`config.mk`:
```
export PLATFORM = sky130hd
export DESIGN_NAME = freelist
export DESIGN_NICKNAME = d
export VERILOG_FILES = /design/src/rtl/freelist.sv
export SDC_FILE = /design/constraint.sdc
export NUM_CORES = 1
export LEC_CHECK = 0
export BUFFER_PORTS_ARGS = -buffer_cell sky130_fd_sc_hd__buf_2
export CAP_MARGIN = 15
export CORE_MARGIN = 1
export CORE_UTILIZATION = 25
export CTS_CLUSTER_SIZE = 20
export DETAILED_ROUTE_END_ITERATION = 12
export SYNTH_ARGS = -nofsm -noshare
export SYNTH_HDL_FRONTEND = slang
export SYNTH_SLANG_ARGS = --single-unit
```
`constraint.sdc`:
```
create_clock -name clock -period 4.13 [get_ports clock]
set_input_delay 0 -clock clock [delete_from_list [all_inputs] [get_ports clock]]
set_output_delay 0 -clock clock [all_outputs]
set_load 0.02 [all_outputs]
```
`src/rtl/freelist.sv`:
```
// Physical-register free list for rename: a 32-entry circular queue of pregs 32..63 with
// speculative/committed heads. Optional checker enabled by TRINITY_FREELIST_CHECK_EN.
module freelist (
    input  logic       clock,
    input  logic       reset,
    input  logic       instr0_alloc_valid,
    input  logic       instr1_alloc_valid,
    output logic       alloc_ready,
    output logic [5:0] instr0_alloc_preg,
    output logic [5:0] instr1_alloc_preg,
    input  logic       commit0_valid,
    input  logic [5:0] commit0_free_preg,
    input  logic       commit1_valid,
    input  logic [5:0] commit1_free_preg,
    input  logic       redirect_valid,
    output logic [5:0] free_count,
    output logic       freelist_err
);
    localparam int ENTRIES = 32;

    logic [5:0] entries [ENTRIES];
    logic [5:0] spec_head;
    logic [5:0] arch_head;
    logic [5:0] tail;

    logic       alloc_fire;
    logic [1:0] n_alloc;
    logic [1:0] n_commit;
    logic [4:0] spec_idx1;
    logic [4:0] commit1_idx;
    logic [5:0] tail_next;
    logic [5:0] arch_head_next;
    logic [5:0] spec_head_next;

    assign free_count  = tail - spec_head;
    assign alloc_ready = (free_count >= 6'd2);
    assign alloc_fire  = alloc_ready & ~redirect_valid;

    assign n_alloc  = alloc_fire ? ({1'b0, instr0_alloc_valid} + {1'b0, instr1_alloc_valid}) : 2'd0;
    assign n_commit = {1'b0, commit0_valid} + {1'b0, commit1_valid};

    // instr1 takes the head entry itself when instr0 does not allocate
    assign spec_idx1         = spec_head[4:0] + 5'd1;
    assign instr0_alloc_preg = entries[spec_head[4:0]];
    assign instr1_alloc_preg = instr0_alloc_valid ? entries[spec_idx1] : entries[spec_head[4:0]];

    assign commit1_idx    = tail[4:0] + {4'b0, commit0_valid};
    assign tail_next      = tail + {4'b0, n_commit};
    assign arch_head_next = arch_head + {4'b0, n_commit};
    assign spec_head_next = redirect_valid ? arch_head_next : (spec_head + {4'b0, n_alloc});

    always_ff @(posedge clock) begin
        if (reset) begin
            for (int i = 0; i < ENTRIES; i++) begin
                entries[i] <= 6'(ENTRIES + i);
            end
            spec_head <= 6'b000000;
            arch_head <= 6'b000000;
            tail      <= 6'b100000;
        end else begin
            if (commit0_valid) begin
                entries[tail[4:0]] <= commit0_free_preg;
            end
            if (commit1_valid) begin
                entries[commit1_idx] <= commit1_free_preg;
            end
            spec_head <= spec_head_next;
            arch_head <= arch_head_next;
            tail      <= tail_next;
        end
    end

`ifdef TRINITY_FREELIST_CHECK_EN
    logic       err;
    logic [6:0] free_after;
    logic [6:0] cap_after;
    logic [5:0] spec_lead;
    logic       overflow;
    logic       bad_alloc;
    logic       arch_passed;

    // Free entries may never exceed the queue capacity once frees land
    assign free_after  = {1'b0, free_count} + {5'b0, n_commit};
    assign cap_after   = 7'd32 + {5'b0, n_alloc};
    assign overflow    = (free_after > cap_after);
    assign bad_alloc   = (instr0_alloc_valid | instr1_alloc_valid) & ~alloc_ready & ~redirect_valid;
    assign spec_lead   = (spec_head + {4'b0, n_alloc}) - arch_head_next;
    assign arch_passed = spec_lead[5] & (spec_lead[4:0] != 5'd0);

    always_ff @(posedge clock) begin
        if (reset) begin
            err <= 1'b0;
        end else if (overflow | bad_alloc | arch_passed) begin
            err <= 1'b1;
        end
    end

    assign freelist_err = err;
`else
    assign freelist_err = 1'b0;
`endif

endmodule

```
==> flow_metrics.env, run 1 <==
export IMPL_status="finished clean"
export IMPL_placed_cell_area_um2=14900
export IMPL_cts_buffer_depth=3
export IMPL_cts_tree="done"
export IMPL_wirelength_mm=46.9
export IMPL_routed_wl_met2_mm=21.7
export IMPL_htree_num_levels=1
export IMPL_post_dp_hpwl_mm=33.2
export IMPL_ys_seq_area_share_pct=43.9
export IMPL_critPathCaptureType="flop"
export IMPL_clock_tree_root_cell="clkbuf_16"
export IMPL_synth_edf_count=192
export IMPL_synth_nets=1303
export IMPL_finalSetupTns_ns=0
export IMPL_fp_row_count=86
export IMPL_skew_ns=0.00843
export IMPL_rrSetupSlack_ns=0.42
export IMPL_peakVddDrop_mv=0.241
export IMPL_maxSlewHeadroom_pct=26.6
export IMPL_start_kind="flop"
export IMPL_cts_sinks=210
export IMPL_crit_required_ns=4.60
export IMPL_maxUsedRoutingLayer="met4"
export IMPL_clk_latency_ns=0.53
export IMPL_grt_max_degree=64
export IMPL_cts_resized_gates=0
export IMPL_nets=1301
export IMPL_hp_class="in2reg"
export IMPL_fin_crit_sh_pct=89.9
export IMPL_avgRoutedWirePerCell_um=23.2
export IMPL_synth_seq_cells=210
export IMPL_vias=10900
export IMPL_initial_core_util_pct=25.3
export IMPL_slew_violations=0
export IMPL_p_leak_nw=4.98
export IMPL_cp_startpoint="tail[0]"
export IMPL_path_class="reg2reg"
export IMPL_yosys_cell_types_count=67
export IMPL_met3_length_mm=4.68
export IMPL_clockPowerShare_pct=36.5
export IMPL_place_ws_ns=0.909
export IMPL_internal_power_mw=4.39
export IMPL_worst_slack_ns=0.416
export IMPL_drtIter0Drc=1356
export IMPL_power_per_cell_area_nw_per_um2=401
export IMPL_globalRouteTotalUtil_pct=16.3
export IMPL_antenna_cells=0
export IMPL_cp_arrival_ns=4.19
export IMPL_met1_length_mm=18.8
export IMPL_worst_pin_slew_ns=1.10
export IMPL_setup_worst_path_end="spec_head[1]"
export IMPL_place_gp_congestion=0.908
export IMPL_ioPinCount=39
export IMPL_coreArea_um2=55100
export IMPL_seqPwrFrac_pct=38.5
export IMPL_syn_cell_area_um2=14000
export IMPL_path_max_fanout=7
export IMPL_p_sw_share_pct=30.8
export IMPL_dieArea_um2=56800
export IMPL_syn2layout_area_growth_pct=13.5
export IMPL_cts_buffers=24
export IMPL_grt_overflow=0
export IMPL_clkTransAtPathRegs_ns=0.06
export IMPL_yosysWarnings=0
export IMPL_antenna_found_initial=0
export IMPL_ant_nets=0
export IMPL_r2r_cells=14
export IMPL_synthCells=1264
export IMPL_grt_pass1_vias=10500
export IMPL_syn_mean_instance_area_um2=11.0
export IMPL_max_cap_violations=0
export IMPL_synth_ff_type="edfxtp_1"
export IMPL_setup_violations=0
export IMPL_final_area_um2=15800
export IMPL_synthArstFlopShare_pct=0
export IMPL_io_buffers=37
export IMPL_first_pass_iters=6
export IMPL_rsz0062_at_grt="no"
export IMPL_rr_endpoint="spec_head[1]"
export IMPL_max_freq_ghz=0.269
export IMPL_rr_startpoint="tail[0]"
export IMPL_fp_dieW_um=238
export IMPL_grt_pass1_wl_mm=69.1
export IMPL_die_y_um=238
export IMPL_hold_depth=3
export IMPL_p_switching_mw=1.96
export IMPL_viasPerCell=5.40
export IMPL_drive_above_1_share_pct=15.5
export IMPL_hold_violations=0
export IMPL_fin_crit_ns=3.71
export IMPL_power_frac_comb_pct=25.1
export IMPL_drc=0
-- final cells by class --
class	count	area [um^2]
fill	5714	39300
timing repair buffer	77	538
clock buffer	28	637
multi-input combinational	923	7300
tap	748	936
clock inverter	15	199
sequential	210	6130
inverter	26	97.6
-- worst min-delay path by stage --
stage | from | end | slack (ns)
finish | commit1_free_preg[1] | entries[4][1] | 0.03
global placement | redirect_valid | spec_head[1] | 0.35
global route | commit1_free_preg[1] | entries[5][1] | 0.04
floorplan | commit1_free_preg[3] | entries[4][3] | 0.19
CTS | commit1_free_preg[1] | entries[4][1] | 0.0009
detailed placement | redirect_valid | spec_head[1] | 0.35
-- power by group through the flow --
stage / clock network (mW) / logic [mW] / registers [mW]
6_report: 2.32 / 1.59 / 2.44
5_1_grt: 2.40 / 1.68 / 2.45
4_1_cts: 2.33 / 1.59 / 2.44
3_5_place_dp: 0 / 1.57 / 2.49
3_3_place_gp: 0 / 1.55 / 2.48
2_1_floorplan: 0 / 1.10 / 2.46
-- timing repair --
item | in CTS | in global routing
hold endpoints to repair | 30 | 0
setup buffers | 0 | 0
hold buffers | 8 | 0
-- critical path: stages, from the launching register on --
cell and delay (ns):
dfxtp_1 0.44, inv_1 0.14, ha_1 0.22, fa_1 0.41, nor2b_1 0.13, o21a_1 0.12
nor2_1 0.05, xnor2_1 0.18, o41a_1 0.39, ha_1 0.20, inv_1 0.08, fa_1 0.40
nor2b_1 0.14, a211oi_1 0.19, dlygate4sd3_1 0.57
-- flip-flops by register name, indices dropped and copies added (netlist names) --
register	count
spec_head	6
arch_head	6
entries	192
tail	6
-- kinds of logic after synthesis --
| group | share of synthesized area, % |
|---|---|
| fa+ha+maj | 2.01 |
| simple gates | 14.0 |
| flops | 43.9 |
| buf+inv | 4.08 |
| xor+xnor | 1.00 |
| mux | 24.4 |
| other cells | 0.0269 |
| compound gates | 10.6 |
-- synth_stat cells, types with 3 or more instances --
cell type	count	share of area [%]
o211a_1	16	1.1
clkbuf_1	59	1.6
o31ai_1	6	0.32
xnor2_1	9	0.56
a21o_1	4	0.22
a31oi_1	28	1.3
xor2_1	7	0.44
buf_4	7	0.38
nor3_1	31	1.1
o22a_1	4	0.25
mux4_2	54	8.7
buf_2	35	1.3
a21oi_1	29	1.0
nor2_1	126	3.4
mux2i_1	214	15
mux2_2	4	0.32
a211o_1	7	0.44
edfxtp_1	192	41
nor3_2	3	0.22
a22oi_1	37	2.0
a22oi_2	3	0.27
nand2b_1	9	0.40
nand4_1	12	0.54
o22ai_1	13	0.58
nand3_1	44	1.6
o211ai_1	11	0.59
buf_1	3	0.081
fa_1	4	0.57
or3_1	23	1.0
nor4_1	3	0.13
dfxtp_1	18	2.6
ha_1	16	1.4
and2_1	6	0.27
o21ai_0	35	1.3
nor2b_1	13	0.58
nand2_1	95	2.6
a221oi_1	6	0.38
inv_1	24	0.65
and3_1	4	0.18
nor2_2	11	0.49
nand3b_1	6	0.32
-- metrics by stage --
step                power, mW  util, %  instances  hold slack, ns
floorplan                3.56        -       1264           0.187
global placement         4.04     27.0       1975           0.348
detailed placement       4.06     27.1       1976           0.352
CTS                      6.36     28.7       2027        0.000920
global route             6.53     28.7       2027          0.0440
finish                   6.35     28.7       2027          0.0320
-- cell usage in the layout (no fill, tap or decap), types with 13 or more instances in the layout --
cell / instances
mux2i_1: 214
inv_1: 24
ha_1: 15
buf_2: 37
or3_1: 23
buf_4: 30
dfxtp_1: 17
o22ai_1: 13
nand3_1: 44
clkbuf_16: 25
a22oi_1: 37
mux4_2: 54
nor3_1: 31
a31oi_1: 28
o21ai_0: 35
edfxtp_1: 192
o211a_1: 16
nor2_1: 126
a21oi_1: 29
nand2_1: 95
-- routing by layer --
| metal | vias to the layer above | global-route usage (%) |
|---|---|---|
| met4 | 0 | 6.43 |
| li1 | 4834 | - |
| met2 | 586 | 26.3 |
| met3 | 117 | 3.54 |
| met5 | - | 0 |
| met1 | 5403 | 21.1 |
Note: power is estimated with default switching activity, not from simulation.
==> inputs of run 2 (changes only) <==
- CORE_ASPECT_RATIO: default -> 0.8
==> run 2 against run 1 <==
Compared with the run above: clock skew rose by 0.0020 ns; die area barely moved; core utilization fell by 0.32 points; total power fell by 3.7%; setup slack got worse by 0.043 ns; cell area fell by 0.92%; critical endpoint is now instr1_alloc_preg[0]; largest power group unchanged.
==> flow_metrics.env, run 2 (synthesis gave the netlist of run 1 again) <==
export IMPL_start_kind="flop"
export IMPL_initial_core_util_pct=25.3
export IMPL_dp_cells=1977
export IMPL_grt_max_degree=141
export IMPL_coreArea_um2=55200
export IMPL_crit_required_ns=4.13
export IMPL_post_dp_hpwl_mm=33.5
export IMPL_antenna_found_initial=0
export IMPL_clock_tree_root_cell="clkbuf_16"
export IMPL_worst_pin_slew_ns=1.16
export IMPL_htree_num_levels=1
export IMPL_cts_resized_gates=0
export IMPL_cts_sinks=210
export IMPL_viasPerCell=5.53
export IMPL_dieArea_um2=56800
export IMPL_hp_class="in2reg"
export IMPL_maxSlewHeadroom_pct=22.3
export IMPL_finalSetupTns_ns=0
export IMPL_p_leak_nw=4.91
export IMPL_worst_path_buf_inv=2
export IMPL_grt_pass1_vias=10500
export IMPL_critPathSlowestCell="dfxtp_1"
export IMPL_crit_family="flip-flops"
export IMPL_setup_violations=0
export IMPL_hold_violations=0
export IMPL_max_cap_violations=0
export IMPL_crit_chain="ha_4, buf_12, mux4_2, mux2i_1, o22ai_1, a211o_1, buf_2"
export IMPL_cp_arrival_ns=3.76
export IMPL_largest_reg_flops=192
export IMPL_die_y_um=213
export IMPL_path_max_fanout=24
export IMPL_rsz0062_at_grt="no"
export IMPL_drive_above_1_share_pct=15.3
export IMPL_cts_buffers=24
export IMPL_ant_nets=0
export IMPL_first_pass_iters=6
export IMPL_largest_register="entries"
export IMPL_vias=11200
export IMPL_fp_dieW_um=266
export IMPL_max_freq_ghz=0.266
export IMPL_cts_tree="done"
export IMPL_place_gp_congestion=0.960
export IMPL_skew_ns=0.0104
export IMPL_clk_latency_ns=0.54
export IMPL_final_common_cell="mux2i_1"
export IMPL_slew_violations=0
export IMPL_cts_buffer_depth=3
export IMPL_peakVddDrop_mv=0.252
export IMPL_grt_pass1_wl_mm=69.5
export IMPL_final_cell_mix="mux2i_1 (214), edfxtp_1 (192), nor2_1 (126)"
export IMPL_drtIter0Drc=1416
export IMPL_final_cells=2022
export IMPL_clkTransAtPathRegs_ns=0.06
export IMPL_fin_crit_sh_pct=91.0
export IMPL_wirelength_mm=47.9
export IMPL_path_class="reg2out"
export IMPL_globalRouteTotalUtil_pct=16.6
export IMPL_syn2layout_area_growth_pct=12.4
export IMPL_antenna_cells=0
export IMPL_fin_crit_ns=3.76
export IMPL_ioPinCount=39
export IMPL_p_total_mw=6.12
export IMPL_nets=1297
export IMPL_power_per_cell_area_nw_per_um2=390
export IMPL_critPathCaptureType="output port"
export IMPL_io_buffers=37
export IMPL_max_stage_delay_ns=0.81
export IMPL_grt_overflow=0
export IMPL_fp_row_count=77
export IMPL_status="finished clean"
export IMPL_avgRoutedWirePerCell_um=23.7
export IMPL_drc=0
run 2: cell types whose count changed in the layout (fill, tap and decap cells not counted):
cell	before	now
clkbuf_1	3	6
bufinv_16	5	1
buf_4	30	28
clkinv_2	2	3
dlygate4sd3_1	8	5
inv_6	0	1
clkinv_1	8	4
buf_12	1	2
buf_8	0	1
buf_16	1	0
run 2: final timing paths:
path / start / to / slack, ns / cells past startpoint
max: spec_head[1] / instr1_alloc_preg[0] / 0.37 / 7
max reg2reg: spec_head[1] / spec_head[1] / 0.64 / 12
min: commit1_free_preg[1] / entries[4][1] / 0.03 / 3
min reg2reg: arch_head[4] / arch_head[4] / 0.53 / 2
run 2: area by class of cell:
type	count	area (um^2)
Clock inverter	9	77.6
Inverter	26	97.6
Clock buffer	31	648
Fill cell	5634	39500
Tap cell	750	938
Multi-Input combinational cell	923	7300
Sequential cell	210	6130
Timing Repair Buffer	73	500
run 2: where the power goes:
part           switching (mW)  total (mW)  internal (mW)
clock                   0.913        2.08           1.17
combinational           0.988        1.59          0.600
sequential             0.0631        2.45           2.39
run 2: through the flow:
stage	instance area (um^2)	utilization [%]	hold slack [ns]	setup WS, ns
3_3_place_gp	14900	27.0	0.382	0.707
5_1_grt	15700	28.4	0.0344	0.231
3_5_place_dp	14900	27.0	0.383	0.686
6_report	15700	28.4	0.0290	0.373
2_1_floorplan	14000	-	0.187	0.901
4_1_cts	15700	28.4	0.00573	0.337
run 2: worst register-to-register path, cell delays in order (launching register included):
cell and delay [ns]:
dfxtp_1 0.81, inv_1 0.20, ha_1 0.33, nand2b_1 0.08, a21o_1 0.19, a21oi_1 0.13, o211ai_1 0.17, o41a_1 0.46
ha_1 0.20, inv_1 0.08, fa_1 0.41, nor2b_1 0.14, a211oi_1 0.22
run 2: per-layer routing:
layer  track usage (%)  vias to the layer above  part of all wire [%]
met5                 0                        -                     0
met4              4.80                        0                   3.0
met3              4.92                      115                    13
met2              24.5                      693                    42
met1              23.2                     5552                    42
li1                  -                     4816                     -
run 2: what timing repair did:
action,in CTS,in global routing
hold buffers,5,0
hold endpoints to repair,25,0
setup buffers,0,0
